**config.mk**
```make
export PLATFORM = sky130hd
export DESIGN_NAME = wh_rd_arbiter
export DESIGN_NICKNAME = d
export VERILOG_FILES = /design/src/rtl/wh_rd_arb_pkg.sv /design/src/rtl/wh_rd_arbiter_rr.sv /design/src/rtl/wh_rd_arbiter.sv
export SDC_FILE = /design/constraint.sdc
export NUM_CORES = 1
export LEC_CHECK = 0
export BUFFER_PORTS_ARGS = -buffer_cell sky130_fd_sc_hd__buf_4
export CORE_AREA = 5 5 129 131
export CTS_CLUSTER_DIAMETER = 120
export DETAILED_ROUTE_END_ITERATION = 16
export DIE_AREA = 0 0 134 136
export PLACE_DENSITY = 0.56
export SLEW_MARGIN = 20
export SYNTH_ARGS = -nofsm -noshare
export SYNTH_HDL_FRONTEND = slang
export SYNTH_SLANG_ARGS = --single-unit
export TNS_END_PERCENT = 10
```
**constraint.sdc**
```tcl
create_clock -name clk -period 1.3 [get_ports clk]
set_input_delay 0.065 -clock clk [delete_from_list [all_inputs] [get_ports clk]]
set_output_delay 0.065 -clock clk [all_outputs]
set_load 0.01 [all_outputs]
```
**src/rtl/wh_rd_arb_pkg.sv**
```systemverilog
// wh_rd_arb_pkg: shared types and helpers for the WH BRAM read-port arbiter.
package wh_rd_arb_pkg;

    typedef enum logic {IDLE, BURST} state_e;

    localparam int TAG_IDX_W = 2;

    typedef struct packed {
        logic                 valid;
        logic [TAG_IDX_W-1:0] idx;
    } tag_t;

    function automatic int idx_width(input int n);
        return (n < 2) ? 1 : $clog2(n);
    endfunction

endpackage

```
**src/rtl/wh_rd_arbiter_rr.sv**
```systemverilog
// rr_arbiter: combinational one-hot pick of the first request at or after ptr, wrapping.
module rr_arbiter #(
    parameter int N  = 2,
    parameter int IW = 1
) (
    input  logic [N-1:0]  req,
    input  logic [IW-1:0] ptr,
    output logic [N-1:0]  gnt
);

    // Walk from the farthest offset back to ptr so the nearest hit wins.
    always_comb begin
        gnt = '0;
        for (int k = N - 1; k >= 0; k--) begin
            if (req[(int'(ptr) + k) % N]) begin
                gnt = '0;
                gnt[(int'(ptr) + k) % N] = 1'b1;
            end
        end
    end

endmodule

```
**src/rtl/wh_rd_arbiter.sv**
```systemverilog
// wh_rd_arbiter: burst-locked arbiter sharing the WH BRAM read port, with a tagged return path.
// WH_RD_ARB_FIXED_PRIO_EN selects lowest-index-wins instead of round-robin in IDLE.
module wh_rd_arbiter
    import wh_rd_arb_pkg::*;
#(
    parameter int NUM_REQ    = 2,
    parameter int WH_ADDR_W  = 18,
    parameter int WH_WIDTH   = 137,
    parameter int RD_LATENCY = 2,
    parameter int MAX_BURST  = 16
) (
    input  logic                           clk,
    input  logic                           rst_n,
    input  logic [NUM_REQ-1:0]             req_valid_i,
    input  logic [NUM_REQ*WH_ADDR_W-1:0]   req_addr_i,
    input  logic [NUM_REQ-1:0]             req_last_i,
    output logic [NUM_REQ-1:0]             req_ready_o,
    output logic [NUM_REQ-1:0]             rsp_valid_o,
    output logic [WH_WIDTH-1:0]            rsp_data_o,
    output logic [WH_ADDR_W-1:0]           WH_BRAM_addrb,
    input  logic [WH_WIDTH-1:0]            WH_BRAM_doutb
);

    localparam int IW = idx_width(NUM_REQ);
    localparam int CW = $clog2(MAX_BURST + 1);

    state_e               state_q, state_d;
    logic [IW-1:0]        owner_q, owner_d, gnt_idx, acc_idx;
    logic [CW-1:0]        cnt_q, cnt_d;
    logic [NUM_REQ-1:0]   gnt_idle;
    logic                 accept, acc_last, rel;
    logic [WH_ADDR_W-1:0] acc_addr;
    tag_t                 tag_q [RD_LATENCY+1];

`ifdef WH_RD_ARB_FIXED_PRIO_EN
    assign gnt_idle = req_valid_i & (~req_valid_i + NUM_REQ'(1));
`else
    logic [IW-1:0] rr_q;

    rr_arbiter #(.N(NUM_REQ), .IW(IW)) u_rr (
        .req (req_valid_i),
        .ptr (rr_q),
        .gnt (gnt_idle)
    );

    // The pointer moves past whoever just finished, whether by last or forced release.
    always_ff @(posedge clk or negedge rst_n) begin
        if (!rst_n)
            rr_q <= '0;
        else if (rel)
            rr_q <= (int'(acc_idx) == NUM_REQ - 1) ? '0 : acc_idx + 1'b1;
    end
`endif

    always_ff @(posedge clk or negedge rst_n) begin
        if (!rst_n) begin
            state_q <= IDLE;
            owner_q <= '0;
            cnt_q   <= '0;
        end else begin
            state_q <= state_d;
            owner_q <= owner_d;
            cnt_q   <= cnt_d;
        end
    end

    always_comb begin
        state_d = rel ? IDLE : (accept ? BURST : state_q);
        owner_d = (accept && state_q == IDLE) ? acc_idx : owner_q;
        cnt_d   = rel ? '0 : (accept ? cnt_q + CW'(1) : cnt_q);
    end

    always_comb begin
        gnt_idx = '0;
        for (int i = 0; i < NUM_REQ; i++)
            if (gnt_idle[i]) gnt_idx = IW'(i);
        req_ready_o = !rst_n ? '0 : (state_q == IDLE) ? gnt_idle : NUM_REQ'(1) << owner_q;
        acc_idx     = (state_q == IDLE) ? gnt_idx : owner_q;
        accept      = |(req_valid_i & req_ready_o);
        acc_last    = req_last_i[acc_idx];
        acc_addr    = req_addr_i[int'(acc_idx)*WH_ADDR_W +: WH_ADDR_W];
        rel         = accept && (acc_last || cnt_q + CW'(1) == CW'(MAX_BURST));
    end

    // Tag stage k is live in the cycle RD_LATENCY-k before its data reaches doutb.
    always_ff @(posedge clk or negedge rst_n) begin
        if (!rst_n) begin
            WH_BRAM_addrb <= '0;
            for (int i = 0; i <= RD_LATENCY; i++)
                tag_q[i] <= '0;
        end else begin
            if (accept)
                WH_BRAM_addrb <= acc_addr;
            tag_q[0] <= {accept, TAG_IDX_W'(acc_idx)};
            for (int i = 1; i <= RD_LATENCY; i++)
                tag_q[i] <= tag_q[i-1];
        end
    end

    always_comb begin
        for (int i = 0; i < NUM_REQ; i++)
            rsp_valid_o[i] = tag_q[RD_LATENCY].valid && tag_q[RD_LATENCY].idx == TAG_IDX_W'(i);
        rsp_data_o = WH_BRAM_doutb;
    end

endmodule

```
==> results of run 1 <==
## kinds of logic (layout without fill, tap and decap cells)
logic type | Yosys count | in the layout | share of synthesized area
mux | 19 | 19 | 0.0753
compound gates | 35 | 35 | 0.0908
simple gates | 44 | 44 | 0.0864
fa+ha+maj | 1 | 1 | 0.00486
flops | 32 | 32 | 0.311
buf+inv | 147 | 102 | 0.425
xor+xnor | 2 | 2 | 0.00680
## routing by layer
layer | up-vias | GRT usage | share of wire
met2 | 88 | 0.0971 | 0.45
met5 | - | 0 | 0
li1 | 675 | - | -
met4 | 0 | 0.0691 | 0.089
met3 | 72 | 0.0385 | 0.12
met1 | 705 | 0.0634 | 0.34
## metrics by stage
step	util	TNS, ns	hold WS [ns]	setup slack [ns]	cell area, sq um
after floorplan	-	-0.768	-0.231	-0.0946	2580
after global placement	0.151	-3.62	0.0611	-0.182	2340
after detailed placement	0.151	-4.64	0.0576	-0.214	2340
after CTS	0.172	-4.68	0.0358	-0.237	2660
after global routing	0.174	-6.83	0.0485	-0.321	2700
final	0.174	-4.22	0.0455	-0.211	2700
## flip-flops by register name, indices dropped and copies added (netlist names)
name / cells
state_q: 1
WH_BRAM_addrb: 18
rr_q: 1
cnt_q: 5
owner_q: 1
tag_q: 6
## critical path, cell delays in order, from the launching register on
cell and delay (ns):
dfrtp_2 0.43, nand2b_4 0.16, o21ai_4 0.19, buf_6 0.14, mux2i_4 0.25, nand3_4 0.14, o21ai_2 0.13
## final timing paths
path / start / to / slack (ns) / cells after the start
min: req_addr_i[7] / WH_BRAM_addrb[7] / 0.05 / 3
max reg2reg: state_q / cnt_q[4] / -0.21 / 6
max: state_q / cnt_q[4] / -0.21 / 6
min in group asynchronous: rst_n / WH_BRAM_addrb[6] / 0.48 / 3
min reg2reg: tag_q[8] / tag_q[5] / 0.35 / 0
max in group asynchronous: rst_n / state_q / 0.38 / 3
## what timing repair did
action | 4_1_cts | 5_1_grt
gates cloned | 1 | 0
hold buffers | 3 | 0
setup buffers | 7 | 3
pin swaps | 3 | 2
endpoints found under the hold margin | 15 | 0
resized for setup | 11 | 5
endpoints found under the setup margin | 28 | 28
## cells in the final DEF, fill, tap and decap left out, drive strengths merged, types with 3 or more instances in the layout
master and count:
a21oi 3, nand2b 4, nand3 4, nand2 27, nor2b 3, o21ai 26, dlygate4sd3 3, buf 88
mux2i 19, clkbuf 6, dfrtp 32
## power by group
group	total [mW]	leakage [nW]	switching, mW	internal (mW)
combinational	2.65	0.755	1.13	1.52
clock	1.35	0.0808	0.453	0.901
sequential	1.69	0.397	0.279	1.41
## layout make-up
type / count / area share
Tap cell: 192 / 0.0891
Timing Repair Buffer: 91 / 0.280
Inverter: 3 / 0.00604
Sequential cell: 32 / 0.298
Clock buffer: 6 / 0.0478
Clock inverter: 2 / 0.0130
Multi-Input combinational cell: 101 / 0.266
==> results.py, run 1 <==
metrics = {
    "setup_path": {
        "crit_fanout": 6,
        "critPathCaptureType": "flop",
        "critical_path_class": "flop to flop",
        "critPathLaunchType": "flop",
        "worstPathArrival_ns": 1.72,
        "cp.required_ns": 1.51,
    },
    "global_routing": {
        "grt_pass1_vias": 1551,
        "grt_pass1_wl_um": 8890,
        "antenna_found_initial": 0,
        "overflow": 0,
        "grt_max_degree": 27,
        "grt_use_total": 0.0665,
    },
    "drt": {
        "remaining_drc_errors": 0,
        "first_pass_iters": 4,
        "ant_nets": 0,
        "wl_per_cell_um": 14.1,
        "totalWireLength_um": 6030,
        "first_iter_violations": 34,
        "vias": 1540,
        "viasPerCell": 3.61,
    },
    "cts": {
        "cts.sinks": 32,
        "clk_pin_slew_worst_paths_ns": 0.06,
        "clock_path_buffers": 2,
        "htree_num_levels": 2,
        "clockRootBuffer": "clkbuf_16",
        "clk_latency_ns": 0.28,
        "cts_buffers": 5,
        "cts_tree": "done",
    },
    "flow_run": {
        "drv_cap": 0,
    },
    "timing": {
        "drv_slew": 0,
        "fin_crit_ns": 1.51,
        "slew_headroom": 0.586,
        "setup_ws_ns": -0.211,
        "finalHoldViolations": 0,
        "worst_slew_pin_slew_ns": 0.619,
        "max_freq_ghz": 0.662,
        "final.period_utilization": 1.16,
        "fin_worst_skew_ns": 0.00551,
        "grt_setup_unrepaired": "true",
        "setup_viol": 27,
    },
    "pwr": {
        "p_per_area_mw_per_mm2": 2110,
        "p_total_mw": 5.69,
        "ir_worst_vdd_mv": 0.534,
        "p_leak_nw": 1.23,
    },
    "synthesis": {
        "syn_area_per_cell_sq_um": 9.20,
        "synth_most_common_cell": "buf_4",
        "synth_edf_count": 0,
        "syn_inst": 280,
        "ys_seq_elements": 32,
        "yosysTopAreaCell": "buf_4",
        "synthTopCellsByArea": "buf_4, dfrtp_1, mux2i_1, nand2_1, o21ai_1",
        "synth_commonest_cells": "buf_4, dfrtp_1, nand2_1",
        "synth_top_area_share": 0.399,
        "synthArstFlopShare": 1.00,
        "synth_ff_type": "dfrtp_1",
        "syn_nets": 460,
        "ys_types": 29,
        "synth_area_sq_mm": 0.00258,
        "ys_warn_count": 0,
        "ys_seq_area_frac": 0.311,
    },
    "die": {
        "die_area_sq_mm": 0.0182,
        "die_y_um": 136,
        "placement_rows": 46,
        "io_pins": 338,
        "core_sq_mm": 0.0155,
        "die_w_um": 134,
        "initial_core_util": 0.166,
    },
    "layout": {
        "final_cells": 427,
        "multiInputGateArea_sq_um": 718,
        "regArea_sq_um": 802,
        "num_antenna_cells": 0,
        "nFillCells": 1702,
        "area_growth_pct": 4.61,
        "layout.nets": 414,
        "drive_gt1_frac": 0.485,
    },
    "min_path": {
        "holdCritPathClass": "input port to flop",
    },
    "outcome": {
        "violations": "negative setup slack",
        "outcome": "finished, violations left",
    },
    "place": {
        "io_buffer_count": 63,
        "gp_congestion": 0.618,
        "place_hpwl_um": 4300,
        "place_inst": 405,
    },
}
(Power assumes the default switching activity.)
==> run 2: changes to the inputs <==
SYNTH_HIERARCHICAL = 1   (was default)
==> run 2 against run 1 <==
  * The flow still finishes with violations (negative setup slack)
  * Maximum frequency fell by 11%
  * Critical path type unchanged
  * Largest power group unchanged
  * Critical path depth rose by 3
  * Highest routed layer unchanged
  * Cell area fell by 5.8%
  * Power fell by 7.6%
==> results.py, run 2 <==
metrics = {
    "outcome": {
        "outcome": "finished, violations left",
        "violations": "negative setup slack",
    },
    "die": {
        "io_pins": 338,
        "placement_rows": 46,
        "initial_core_util": 0.160,
        "die_y_um": 136,
        "die_w_um": 134,
        "core_sq_mm": 0.0155,
        "die_area_sq_mm": 0.0182,
    },
    "timing": {
        "max_freq_ghz": 0.592,
        "finalHoldViolations": 0,
        "final.period_utilization": 1.30,
        "setup_ws_ns": -0.391,
        "fin_worst_skew_ns": 0.00347,
        "slew_headroom": 0.821,
        "fin_crit_ns": 1.69,
        "drv_slew": 0,
        "fin_setup_tns_ns": -9.18,
        "worst_slew_pin_slew_ns": 0.268,
        "setup_viol": 29,
        "grt_setup_unrepaired": "true",
    },
    "layout": {
        "num_antenna_cells": 0,
        "post-route-util": 0.164,
        "nFillCells": 1717,
        "layout_common_cells": "buf_4, nand2_1, dfrtp_1, nor2_1, a31oi_1",
        "reg_top3": "WH_BRAM_addrb x18, tag_q x6, cnt_q x5",
        "largest_reg_flops": 18,
        "layout.nets": 429,
        "stdcell_area_sq_mm": 0.00254,
        "area_growth_pct": 2.27,
        "drive_gt1_frac": 0.444,
        "final_common_cell": "buf_4",
        "regMostFlops": "WH_BRAM_addrb",
    },
    "setup_path": {
        "cp_cell_sequence": "inv_1 -> a21boi_2 -> mux2i_2 -> inv_2 -> and2_4 -> a22oi_4 -> inv_4 -> nand2_2 -> mux2_4",
        "slowest_stage": "dfrtp_1",
        "critPathCaptureType": "flop",
        "cp.required_ns": 1.46,
        "critical_path_class": "flop to flop",
        "critPathLaunchType": "flop",
        "cp_slowest_stage_delay_ns": 0.39,
        "path_delay_family": "multiplexers",
        "worstPathArrival_ns": 1.85,
        "crit_fanout": 5,
        "critPathBufInv": 3,
    },
    "cts": {
        "htree_num_levels": 2,
        "clk_latency_ns": 0.28,
        "clockRootBuffer": "clkbuf_16",
        "cts_tree": "done",
        "cts.sinks": 32,
        "cts_buffers": 5,
        "clock_path_buffers": 2,
        "clk_pin_slew_worst_paths_ns": 0.05,
    },
    "synthesis": {
        "yosysTopAreaCell": "buf_4",
        "synth_edf_count": 0,
        "synthArstFlopShare": 1.00,
        "synth_ff_type": "dfrtp_1",
        "synth_most_common_cell": "buf_4",
        "synth_commonest_cells": "buf_4, nand2_1, dfrtp_1",
        "ys_warn_count": 6,
        "synth_top_area_share": 0.417,
        "syn_inst": 296,
        "synthTopCellsByArea": "buf_4, dfrtp_1, nand2_1, a31oi_1, nor2_1",
        "ys_seq_area_frac": 0.322,
        "synth_area_sq_mm": 0.00248,
        "ys_seq_elements": 32,
        "ys_types": 27,
        "syn_area_per_cell_sq_um": 8.39,
        "syn_nets": 476,
    },
    "place": {
        "dpl_worst_slack_ns": -0.464,
        "io_buffer_count": 63,
        "gp_congestion": 0.702,
        "place_area_sq_mm": 0.00230,
        "place_hpwl_um": 6040,
    },
    "global_routing": {
        "grt_pass1_vias": 1604,
        "grt_use_total": 0.0749,
        "antenna_found_initial": 0,
        "grt_max_degree": 20,
        "grt_pass1_wl_um": 10100,
        "overflow": 0,
    },
    "drt": {
        "wl_per_cell_um": 16.1,
        "remaining_drc_errors": 0,
        "vias": 1575,
        "ant_nets": 0,
        "viasPerCell": 3.56,
        "first_iter_violations": 64,
        "totalWireLength_um": 7120,
        "first_pass_iters": 4,
    },
    "min_path": {
        "holdCritPathClass": "input port to flop",
    },
    "pwr": {
        "p_leak_nw": 1.19,
        "p_per_area_mw_per_mm2": 2070,
        "p_total_mw": 5.26,
        "ir_worst_vdd_mv": 0.391,
    },
    "flow_run": {
        "drv_cap": 0,
    },
}
## run 2: changes by cell type in the layout (fill, tap and decap cells not counted), sizes merged, moves of 4 or more
cell,previous run,this run
o21ai,26,6
a31oi,2,18
nand2b,4,0
nor2,0,23
nand2,27,44
mux2i,19,1
## run 2: through the flow
stage	std cells	hold WS, ns
6_report	442	0.0450
5_1_grt	442	0.0499
4_1_cts	439	0.0393
3_5_place_dp	428	0.0558
3_3_place_gp	428	0.0568
2_1_floorplan	296	-0.231
## run 2: power by group
part	switching, mW	total (mW)	internal, mW
clock	0.414	1.17	0.761
sequential	0.285	1.72	1.44
combinational	1.13	2.36	1.23
## run 2: area by class of cell
cell class	instances	area, sq um	area share
Clock buffer	7	143	0.0562
Clock inverter	1	7.51	0.00296
Inverter	3	13.8	0.00542
Multi-Input combinational cell	116	627	0.247
Sequential cell	32	801	0.315
Tap cell	192	240	0.0946
Timing Repair Buffer	91	708	0.279
## run 2: cell families after synthesis
group | after synthesis | share of synthesized area
buffers and inverters | 148 | 0.434
and+or+nand+nor | 78 | 0.131
AOI/OAI and AO/OA | 34 | 0.0942
DFF | 32 | 0.322
muxes | 3 | 0.0131
adders and majority gates | 1 | 0.00504
## run 2: routing by layer
layer	up-vias	routed length [um]	global-route usage
met3	62	1020	0.0507
met1	684	2210	0.0651
met2	114	3420	0.121
li1	715	-	-
met4	0	473	0.0583
met5	-	0	0
## run 2: timing repair
action,4_1_cts,5_1_grt
pin swaps,1,0
gates resized for setup,8,4
hold buffers,1,0
setup buffers,2,3
endpoints found under the hold margin,32,0
setup endpoints to repair,29,30
cloned,0,0
## run 2: worst paths after layout
kind | endpoint | slack, ns | cells past startpoint | startpoint
worst max-delay path | rr_q | -0.39 | 9 | rr_q
worst min-delay path | WH_BRAM_addrb[9] | 0.04 | 3 | req_addr_i[9]
worst max register to register | rr_q | -0.39 | 9 | rr_q
worst min register to register | tag_q[3] | 0.34 | 0 | tag_q[6]
max in group asynchronous | WH_BRAM_addrb[5] | 0.74 | 3 | rst_n
min in group asynchronous | cnt_q[4] | 0.34 | 3 | rst_n
## run 2: worst reg2reg max path: stages, from the launching register on
cell	delay (ns)
dfrtp_1	0.39
inv_1	0.07
a21boi_2	0.06
mux2i_2	0.20
inv_2	0.06
and2_4	0.15
a22oi_4	0.20
inv_4	0.09
nand2_2	0.07
mux2_4	0.29
==> run 3: changes to the inputs <==
CORE_AREA = 5 5 127 129   (was 5 5 129 131)
CTS_BUF_LIST = sky130_fd_sc_hd__clkbuf_8   (was default)
DIE_AREA = 0 0 132 134   (was 0 0 134 136)
PLACE_DENSITY = 0.57   (was 0.56)
==> run 3 against run 2 <==
  * The run still ends with negative setup slack left
  * Clock skew grew 0.0037 ns
  * Sequential power grew 2%
  * Maximum frequency shrank 1.6%
  * Die area shrank 2.9%
  * First-iteration DRC count shrank 41%
  * Worst hold slack lost 0.0067 ns
  * Routed wire length grew 17%
  * Highest routed layer unchanged
==> results.py, run 3 (synthesis gave the netlist of run 2 again) <==
metrics = {
    "outcome": {
        "outcome": "finished, violations left",
        "violations": "negative setup slack",
    },
    "timing": {
        "max_freq_ghz": 0.582,
        "setup_viol": 29,
        "fin_crit_ns": 1.72,
        "finalHoldViolations": 0,
        "grt_setup_unrepaired": "true",
        "worst_slew_pin_slew_ns": 0.251,
        "final.period_utilization": 1.32,
        "drv_slew": 0,
        "slew_headroom": 0.830,
        "setup_ws_ns": -0.418,
        "fin_worst_skew_ns": 0.00714,
    },
    "pwr": {
        "ir_worst_vdd_mv": 0.527,
        "swShare": 0.373,
        "clkPwrFrac": 0.166,
        "p_leak_nw": 1.16,
        "p_per_area_mw_per_mm2": 2000,
        "p_total_mw": 5.05,
        "seq_power_share": 0.349,
        "switching_power_mw": 1.88,
        "combPwrFrac": 0.485,
        "p_int_mw": 3.17,
    },
    "setup_path": {
        "critPathLaunchType": "flop",
        "cp.required_ns": 1.47,
        "crit_fanout": 4,
        "critical_path_class": "flop to flop",
        "cp-startpoint": "rr_q",
        "worstReg2RegStart": "rr_q",
        "critPathCaptureType": "flop",
        "worstPathArrival_ns": 1.89,
    },
    "drt": {
        "ant_nets": 0,
        "first_iter_violations": 38,
        "wl_per_cell_um": 19.2,
        "remaining_drc_errors": 0,
        "vias": 1600,
        "totalWireLength_um": 8340,
        "viasPerCell": 3.68,
        "first_pass_iters": 4,
    },
    "layout": {
        "layout_common_cells": "buf_4, nand2_1, dfrtp_1, a31oi_1, nor2_2",
        "area_growth_pct": 1.41,
        "reg_top3": "WH_BRAM_addrb x18, tag_q x6, cnt_q x5",
        "largest_reg_flops": 18,
        "regMostFlops": "WH_BRAM_addrb",
        "drive_gt1_frac": 0.502,
        "num_antenna_cells": 0,
        "final_common_cell": "buf_4",
        "layout.nets": 427,
    },
    "cts": {
        "htree_num_levels": 2,
        "clockRootBuffer": "clkbuf_8",
        "cts_buffers": 5,
        "cts_tree": "done",
        "clk_latency_ns": 0.28,
        "cts.sinks": 32,
        "clk_pin_slew_worst_paths_ns": 0.07,
        "clock_path_buffers": 2,
    },
    "die": {
        "initial_core_util": 0.166,
        "die_y_um": 134,
        "die_w_um": 132,
        "die_area_sq_mm": 0.0177,
        "io_pins": 338,
        "core_sq_mm": 0.0149,
        "placement_rows": 45,
    },
    "place": {
        "place_hpwl_um": 7050,
        "gp_congestion": 0.803,
        "io_buffer_count": 63,
        "dpl_worst_slack_ns": -0.427,
    },
    "global_routing": {
        "grt_max_degree": 22,
        "overflow": 0,
        "grt_pass1_wl_um": 11800,
        "grt_pass1_vias": 1709,
        "antenna_found_initial": 0,
        "grt_use_total": 0.0896,
    },
    "flow_run": {
        "drv_cap": 0,
    },
    "min_path": {
        "holdCritPathClass": "input port to flop",
        "min_from": "req_addr_i[8]",
    },
}
==> run 3: cell types whose count changed in the layout (fill, tap and decap cells not counted), moves of 2 or more <==
cell / change
nor2_1: -14
nor2_2: +14
clkbuf_8: +6
clkbuf_16: -5
buf_12: +2
buf_4: -2
buf_8: -2
==> run 3: per-layer routing <==
layer  wire length [um]  track usage
met1               2360       0.0725
met2               4330        0.158
met3               1300       0.0690
met4                335       0.0434
met5                  0            0
==> run 3: area by class of cell <==
class                   count  area (sq um)
clock buffers               7          96.3
fillers                  1653         12400
inverters                   3          13.8
multi-input cells         116           669
flip-flops and latches     32           801
well taps                 188           235
repair buffers             89           703
==> run 3: critical path, stage by stage (launching register included) <==
cell and delay [ns]:
dfrtp_1 0.41, inv_2 0.07, a21boi_2 0.06, mux2i_2 0.19, inv_2 0.06, and2_4 0.15
a22oi_4 0.22, inv_4 0.08, nand2_2 0.07, mux2_4 0.29
==> run 3: final timing paths <==
check	cells after the start	slack (ns)	endpoint
setup / recovery	9	-0.42	rr_q
hold / removal	3	0.04	WH_BRAM_addrb[8]
setup reg to reg	9	-0.42	rr_q
hold reg to reg	0	0.35	tag_q[0]
max in group asynchronous	3	0.69	WH_BRAM_addrb[0]
min in group asynchronous	2	0.15	rr_q
==> run 3: power by group through the flow <==
stage               combinational (mW)  clock (mW)  sequential (mW)
global route                      2.70       0.928             1.83
detailed placement                2.33           0             1.74
global placement                  2.29           0             1.71
floorplan                         1.38           0             1.82
CTS                               2.46       0.893             1.76
finish                            2.45       0.838             1.76
==> run 3: timing repair <==
action                     CTS  global route
gates resized for setup     20             5
hold buffers                 1             0
hold endpoints to repair    32             0
setup endpoints to repair   29            30
buffers inserted             2             1
pin swaps                    3             2
==> run 3: per-stage QoR <==
step	instance area, sq um	util	cells	TNS (ns)	hold WS [ns]
2_1_floorplan	2490	-	296	-9.05	-0.231
3_3_place_gp	2320	0.156	424	-8.26	-0.133
3_5_place_dp	2320	0.156	424	-9.82	-0.132
4_1_cts	2490	0.167	434	-8.69	0.0197
5_1_grt	2520	0.169	435	-12.37	0.0279
6_report	2520	0.169	435	-9.93	0.0382
